$ cat src/rtl/twoofthree_pkg.sv
// Shared types and the rotating-priority winner function for the windowed scheduler.
package twoofthree_pkg;

    localparam int MAX_N = 32;

    typedef enum logic {
        IDLE   = 1'b0,
        SAMPLE = 1'b1
    } state_t;

    typedef struct packed {
        logic       valid;
        logic [4:0] idx;
    } pick_t;

    // First set bit of req scanning ptr, ptr+1, ..., wrapping modulo n.
    function automatic pick_t rr_winner(
        input logic [MAX_N-1:0] req,
        input int unsigned      ptr,
        input int unsigned      n
    );
        pick_t       p;
        int unsigned j;
        p.valid = 1'b0;
        p.idx   = '0;
        for (int unsigned i = 0; i < MAX_N; i++) begin
            if (i < n) begin
                j = (ptr + i) % n;
                if (!p.valid && req[j[4:0]]) begin
                    p.valid = 1'b1;
                    p.idx   = j[4:0];
                end
            end
        end
        return p;
    endfunction

endpackage

$ cat src/rtl/twoofthree_window_sched_if.sv
// Request/data/result bundle between serial sources, the scheduler and the result consumer.
interface twoofthree_window_sched_if #(
    parameter int N   = 4,
    parameter int IDW = $clog2(N)
);
    logic [N-1:0]   req;
    logic [N-1:0]   w;
    logic [N-1:0]   grant;
    logic           busy;
    logic           done;
    logic [IDW-1:0] done_id;
    logic           z;

    modport master (
        output req, w,
        input  grant, busy, done, done_id, z
    );

    modport slave (
        input  req, w,
        output grant, busy, done, done_id, z
    );
endinterface

$ cat src/rtl/rr_pick.sv
// Combinational rotating-priority selector: winner index and an any-request flag.
module rr_pick
    import twoofthree_pkg::*;
#(
    parameter int N   = 4,
    parameter int IDW = $clog2(N)
) (
    input  logic [N-1:0]   req,
    input  logic [IDW-1:0] ptr,
    output logic [IDW-1:0] winner,
    output logic           any
);

    logic [MAX_N-1:0] req_ext;
    pick_t            p;

    always_comb begin
        req_ext        = '0;
        req_ext[N-1:0] = req;
        p              = rr_winner(req_ext, 32'(ptr), 32'(N));
        winner         = IDW'(p.idx);
        any            = p.valid;
    end

endmodule

$ cat src/rtl/twoofthree_window_sched.sv
// Round-robin scheduler time-sharing one "exactly HITS of WIN" serial window counter
// among N requesters; reports each window's result with a tagged one-cycle done pulse.
module twoofthree_window_sched
    import twoofthree_pkg::*;
#(
    parameter int N    = 4,
    parameter int WIN  = 3,
    parameter int HITS = 2,
    parameter int IDW  = $clog2(N)
) (
    input  logic clk,
    input  logic aresetn,
    twoofthree_window_sched_if.slave bus
);

    localparam int CW = $clog2(WIN + 1);

    state_t         state_reg, state_next;
    logic [IDW-1:0] ptr_reg, ptr_next;
    logic [IDW-1:0] cur_reg, cur_next;
    logic [CW-1:0]  cnt_reg, cnt_next;
    logic [CW-1:0]  idx_reg, idx_next;
    logic [N-1:0]   grant_reg, grant_next;
    logic           done_reg, done_next;
    logic [IDW-1:0] done_id_reg, done_id_next;
    logic           z_reg, z_next;

    logic [IDW-1:0] winner;
    logic           any;
    logic           sample_bit;
    logic           last;
    logic           arb;
    logic [CW:0]    final_cnt;

    rr_pick #(.N(N), .IDW(IDW)) u_pick (
        .req    (bus.req),
        .ptr    (ptr_reg),
        .winner (winner),
        .any    (any)
    );

    always_ff @(posedge clk or negedge aresetn) begin
        if (!aresetn) begin
            state_reg   <= IDLE;
            ptr_reg     <= '0;
            cur_reg     <= '0;
            cnt_reg     <= '0;
            idx_reg     <= '0;
            grant_reg   <= '0;
            done_reg    <= 1'b0;
            done_id_reg <= '0;
            z_reg       <= 1'b0;
        end else begin
            state_reg   <= state_next;
            ptr_reg     <= ptr_next;
            cur_reg     <= cur_next;
            cnt_reg     <= cnt_next;
            idx_reg     <= idx_next;
            grant_reg   <= grant_next;
            done_reg    <= done_next;
            done_id_reg <= done_id_next;
            z_reg       <= z_next;
        end
    end

    always_comb begin
        state_next   = state_reg;
        ptr_next     = ptr_reg;
        cur_next     = cur_reg;
        cnt_next     = cnt_reg;
        idx_next     = idx_reg;
        grant_next   = grant_reg;
        done_next    = 1'b0;
        done_id_next = done_id_reg;
        z_next       = z_reg;

        sample_bit = bus.w[cur_reg];
        last       = (state_reg == SAMPLE) && (idx_reg == CW'(WIN - 1));
        arb        = (state_reg == IDLE) || last;
        final_cnt  = {1'b0, cnt_reg} + (CW+1)'(sample_bit);

        if (state_reg == SAMPLE) begin
            cnt_next = cnt_reg + CW'(sample_bit);
            idx_next = idx_reg + CW'(1);
        end

        if (last) begin
            done_next    = 1'b1;
            z_next       = (final_cnt == (CW+1)'(HITS));
            done_id_next = cur_reg;
            state_next   = IDLE;
            grant_next   = '0;
        end

        // A new window may start on the same edge the previous one reports, giving zero gap.
        if (arb && any) begin
            state_next = SAMPLE;
            grant_next = N'(1) << winner;
            cur_next   = winner;
            ptr_next   = (winner == IDW'(N - 1)) ? '0 : winner + IDW'(1);
            cnt_next   = '0;
            idx_next   = '0;
        end
    end

    assign bus.grant   = grant_reg;
    assign bus.busy    = |grant_reg;
    assign bus.done    = done_reg;
    assign bus.done_id = done_id_reg;
    assign bus.z       = z_reg;

endmodule

$ cat src/flat_wrapper.sv
// flat-port wrapper written by rule: the top's interface ports become plain ports
module twoofthree_window_sched_flat import twoofthree_pkg::*;
#(
    parameter int N    = 4,
    parameter int WIN  = 3,
    parameter int HITS = 2,
    parameter int IDW  = $clog2(N)
)
  (clk, aresetn, bus_req, bus_w, bus_grant, bus_busy, bus_done, bus_done_id, bus_z);
  twoofthree_window_sched_if #(.N(N), .IDW(IDW)) bus_i ();
  input  logic clk;
  input  logic aresetn;
  input wire logic [$bits(bus_i.req)-1:0] bus_req;
  input wire logic [$bits(bus_i.w)-1:0] bus_w;
  output wire logic [$bits(bus_i.grant)-1:0] bus_grant;
  output wire logic [$bits(bus_i.busy)-1:0] bus_busy;
  output wire logic [$bits(bus_i.done)-1:0] bus_done;
  output wire logic [$bits(bus_i.done_id)-1:0] bus_done_id;
  output wire logic [$bits(bus_i.z)-1:0] bus_z;
  assign bus_i.req = bus_req;
  assign bus_i.w = bus_w;
  assign bus_grant = bus_i.grant;
  assign bus_busy = bus_i.busy;
  assign bus_done = bus_i.done;
  assign bus_done_id = bus_i.done_id;
  assign bus_z = bus_i.z;
  twoofthree_window_sched #(.N(N), .WIN(WIN), .HITS(HITS), .IDW(IDW)) u_core (.clk(clk), .aresetn(aresetn), .bus(bus_i));
endmodule
$ cat config.mk
export PLATFORM = sky130hd
export DESIGN_NAME = twoofthree_window_sched_flat
export DESIGN_NICKNAME = d
export VERILOG_FILES = /design/src/rtl/twoofthree_pkg.sv /design/src/rtl/twoofthree_window_sched_if.sv /design/src/rtl/rr_pick.sv /design/src/rtl/twoofthree_window_sched.sv /design/src/flat_wrapper.sv
export SDC_FILE = /design/constraint.sdc
export NUM_CORES = 1
export LEC_CHECK = 0
export CAP_MARGIN = 10
export CORE_ASPECT_RATIO = 1.2
export CORE_MARGIN = 5
export CORE_UTILIZATION = 49
export DETAILED_ROUTE_END_ITERATION = 7
export PLACE_DENSITY = 0.88
export SLEW_MARGIN = 10
export SYNTH_ARGS = -nofsm -noshare
export SYNTH_HDL_FRONTEND = slang
export SYNTH_SLANG_ARGS = --single-unit
$ cat constraint.sdc
create_clock -name clk -period 1.9 [get_ports clk]
set_input_delay 0.38 -clock clk [delete_from_list [all_inputs] [get_ports clk]]
set_output_delay 0.38 -clock clk [all_outputs]
set_load 0.05 [all_outputs]
Word level (Yosys, flattened, before mapping):

Cells that the tools add are included.
Widths: inputs -> output; s select.

* muxes and demuxes: 24
* equal/unequal tests: 3
* add/sub/neg operators: 7
* shift-type cells: 1
* reduce and logical (&&, ||, !) cells: 12
* bitwise logic cells: 1
* $lt $le $gt $ge: 5

Operators with widths (number)
* $lt 2x6->1 const B: 4
* $mux 6: 4
* $bmux 1 s2: 5
* $mux 2: 5
* $mux 1: 8
* $mux 4: 2
* $add 2x1->2 const B: 3
* $logic_and 1x1->1: 5
* $add 2x2->2 const B: 2
* $eq 2x2->1 const B: 2
* $reduce_bool 2->1: 2
* $reduce_or 4->1: 1
* $shl 1x2->4 const A: 1
* $add 2x1->3: 1
* $eq 3x2->1 const B: 1
* $logic_not 1->1: 3
* $lt 2x3->1 const B: 1
* $add 2x1->2: 1
* $logic_or 1x1->1: 1
* $not 1->1: 1

* input bits: 10
* output and inout bits: 9
* logic and storage cells: 62
* register bits: 17

Longest topological paths before layout:

Gate-level depths: netlist of run 1.

* depth in word-level cells: 14
* gate-level depth with buffers: 6

Cells and area by module:

A second synthesis of run 1 with hierarchy kept.

* cells, all modules: 77
* area, all modules: 900.9 um2

By module, submodules not included
* twoofthree_window_sched: cells each 62, area each 823.3 um2, times used 1
* rr_pick: cells each 15, area each 77.6 um2, times used 1

Worst setup path after synthesis of run 1:

No wires, ideal clock.

* path type: flip-flop to output port
* from: register u_core.grant_reg[1], in the netlist u_core.bus.grant[1]
* to: output port bus_busy
* stages on the path, launching flop included: 2
* data required time: 1.520 ns
* slack: 0.125 ns
* arrival: 1.395 ns
* cell sequence: dfrtp_1 or4_1

* cells in the longest elaborated chain, start to end: 1

RTL lines
* start: declaration: line twoofthree_window_sched.sv:23 `logic [N-1:0] grant_reg, grant_next;`
* start signal: assignment: line twoofthree_window_sched.sv:59 `grant_reg <= grant_next;`
* $reduce_or 4->1: line twoofthree_window_sched.sv:107 `assign bus.busy = |grant_reg;`
* end: declaration: line flat_wrapper.sv:16 `output wire logic [$bits(bus_i.busy)-1:0] bus_busy;`

No other way between the ends.

==> implementation parameters, run 1 <==
Parameter                              Value

Worst setup path
  Largest fanout on the critical path    4
  Endpoint arrival time on the critical path    between 2 and 2.5 ns
  Crit path launch type    primary input
  Buffers & Inverters on Critical Path    3
  Dominant delay contributor by cell family on the critical path    buffers and inverters
  Required time of the critical path    between 2 and 2.5 ns
  Endpoint of the most critical setup path    u_core.ptr_reg[1]
  Crit. Startpoint    bus_req[1]
  Critical R2R Launch    u_core.cur_reg[0]
  Endpoint kind of the worst setup timing path    flop
  Register-to-Register Path Depth    5
  Worst reg2reg path endpoint    u_core.bus.z
  Worst path slowest cell    clkdlybuf4s50_1
  CP Depth    8
  Critical path type    in -> reg
  Internal reg-to-reg setup slack    0.08 ns
  Slowest cell delay on critical path    a little under 0.5 ns
  CP cell instances    clkdlybuf4s50_1, buf_6, nand2b_4, and3_1, buf_4, nor2_2, ha_1, mux2_2

Clock network
  Largest buffer count on any clock path    2
  Count of hold-fix buffers inserted at cts    0
  Clock latency reported for the late side of the worst-skew pair    approximately 0.30 ns
  Clock Root Buffer    clkbuf_4
  Clock Pin Slew Worst Setup and Hold Paths    around 0.10 ns
  H-tree level count    1
  TritonCTS clock tree    done
  Number of buffers created by CTS    3
  Clock Sinks    17

STA
  Unrepaired setup endpoints after global routing    true
  Share of the cycle needed by the critical path after routing    between 90% and 100%
  Relative slew margins    66.12%
  Final WS setup    0.02789 ns
  Worst Max-Slew Pin Slew    around 0.5 ns
  Fmax achieved    around 0.53 GHz
  Clock period minus worst slack    between 1.5 and 2 ns
  Hold Vio Cnt, Final    0
  Slew Limit Fails    0
  Setup clock skew after layout    about 0.0044 ns
  Finish-stage setup viols    0

Drt
  Final antenna-violating net count    0
  Wirelength per Cell    ~17 um
  DRT iter0 DRCs    6
  First drt pass iteration count    4
  Overall routed net length    around 2300 um
  Via count    approximately 840
  Number of remaining DRC errors    0
  Vias per cell    around 5.9

Pwr
  Leakage    between 0.0006 and 0.0007 uW
  Total power per unit cell area    around 1600 mW/mm2
  Worst supply voltage drop on vdd    roughly 1.2 mV

GRT
  Via count of the first global-routing pass    between 800 and 900
  Antenna violations before repair    0
  Total global routing track utilization    17.10%
  Global-route wire length before repair    about 3900 um
  Maximum number of pins on one net before global-route repair    18
  Residual overflow from global routing    0

Placed design
  Gp weighted congestion    about 0.81
  Count of input and output buffers    18
  Placement-stage worst setup slack    -0.4067 ns
  Placed inst area    ~0.0012 mm2
  Post-DP HPWL    ~1700 um

Synth
  Cell types occupying the most area after synthesis    dfrtp_1 (45%), ha_1 (9.2%), nand2_1 (4.0%)
  Syn Inst Count    87
  Number of flip-flops and latches in the synthesized netlist    17
  Synth top area share    around 45%
  Most frequent cell after synthesis    dfrtp_1
  Sequential-to-total area share from yosys stat    44.80%
  Most frequently used flop master after synthesis    dfrtp_1
  Syn Area/Cell    roughly 11 um2
  Synthesized area    roughly 950 um2
  Warning count from the yosys run    0
  Syn Nets    104
  Commonest cells in the netlist    dfrtp_1 (17), nand2_1 (10), ha_1 (7)
  Cell accounting for the most synthesized area    dfrtp_1
  EDFF count, synth    0
  Yosys cell types    33
  Share of flip-flops with an asynchronous set or reset after synthesis    100.0%

Layout
  Fraction of layout cells with a size suffix above 1    a little under two fifths
  Total number of nets in the final design    140
  Design area    between 0.001 and 0.0015 mm2
  Largest register FFs    4
  Storage element area    about 430 um2
  Number of diodes    0
  Filler cells    129
  Synth-to-Final Area Change    42.03%
  Footprint of the multi-input gates    564.3 um2

Flow run
  Max-cap viol count    0

Min path
  Tightest Hold Check Type    in -> async

Floorplanning
  Core area    0.001851 mm2
  Horiz. Die Dim    50.19 um
  Initial core utilization    roughly 51%
  Die height    roughly 58 um
  Floorplan die area    roughly 0.0029 mm2
  Io pins    19
  Placement row count    17

Outcome
  Outcome    finished, final reports clean
## layout make-up
type / count / share of cell area (%)
Inverter: 3 / 0.8349
Clock inverter: 1 / 0.3711
Timing Repair Buffer: 34 / 21.99
Tap cell: 19 / 1.763
Clock buffer: 3 / 1.670
Multi-Input combinational cell: 64 / 41.84
Sequential cell: 17 / 31.54
## cells in the final DEF, fill, tap and decap left out, types with 2 or more instances in the layout
cell | synthesis | routed
nand2_1 | 10 | 10
a32oi_1 | 3 | 2
dfrtp_1 | 17 | 17
o31ai_1 | 2 | 2
or2_4 | 0 | 2
o21ai_0 | 4 | 3
mux2_2 | 3 | 3
ha_4 | 0 | 2
inv_1 | 3 | 3
mux2i_1 | 3 | 3
nand2b_1 | 3 | 2
clkdlybuf4s50_1 | 0 | 11
buf_6 | 1 | 2
buf_4 | 0 | 19
ha_1 | 7 | 3
nor2_1 | 4 | 3
ha_2 | 0 | 2
o21ai_1 | 4 | 4
o22ai_1 | 2 | 2
clkbuf_4 | 0 | 3
## where the power goes
group | leakage, uW | switching, uW | internal [uW]
Combinational | 0.000389 | 750 | 631
Sequential | 0.000209 | 131 | 520
Clock | 0.0000177 | 114 | 78.5
## cell families after synthesis
logic type / after synthesis / share of synthesized area [%]
DFF: 17 / 44.80
adders and majority gates: 7 / 9.222
buffers and inverters: 6 / 3.162
muxes: 7 / 9.091
and+or+nand+nor: 28 / 17.39
AOI/OAI and AO/OA: 22 / 16.34
## what timing repair did
| action | CTS | global route |
|---|---|---|
| endpoints found under the hold margin | 0 | 0 |
| setup endpoints to repair | 4 | 6 |
| setup buffers | 0 | 2 |
| pin swaps | 1 | 1 |
| resized for setup | 9 | 11 |
## how the worst min path moves through the flow
stage,slack [ns],endpoint,startpoint,cells past startpoint
after floorplan,0.08,u_core.bus.done,aresetn,0
after global placement,0.45,u_core.bus.z,u_core.bus.z,2
after detailed placement,0.48,u_core.bus.z,u_core.bus.z,2
after CTS,0.41,u_core.cnt_reg[0],aresetn,2
after global routing,0.41,u_core.cnt_reg[0],aresetn,2
final,0.40,u_core.cnt_reg[0],aresetn,2
## layer usage
metal	share of wire, %	track usage, %
met5	0	0
met4	3.3	7.491
met3	5.1	3.342
met2	55	32.50
met1	36	17.53
## per-stage QoR
step                      total power, uW  setup TNS, ns  util (%)  hold slack, ns  cells
after floorplan                      1436              0         -         0.08441     87
after global placement               1808         -1.906     66.33          0.4541    135
final                                2225              0     72.89          0.3995    141
after detailed placement             1868         -2.359     66.33          0.4778    135
after CTS                            2096              0     68.97          0.4068    139
after global routing                 2376       -0.01741     72.89          0.4111    141
No activity file was read; power rests on OpenSTA's default activity.
==> inputs of run 2 (changes only) <==
Settings changed: SLEW_MARGIN 10 to default.
==> results of run 2 <==
No change in the layout: final DEF, timing and power equal those of run 1.
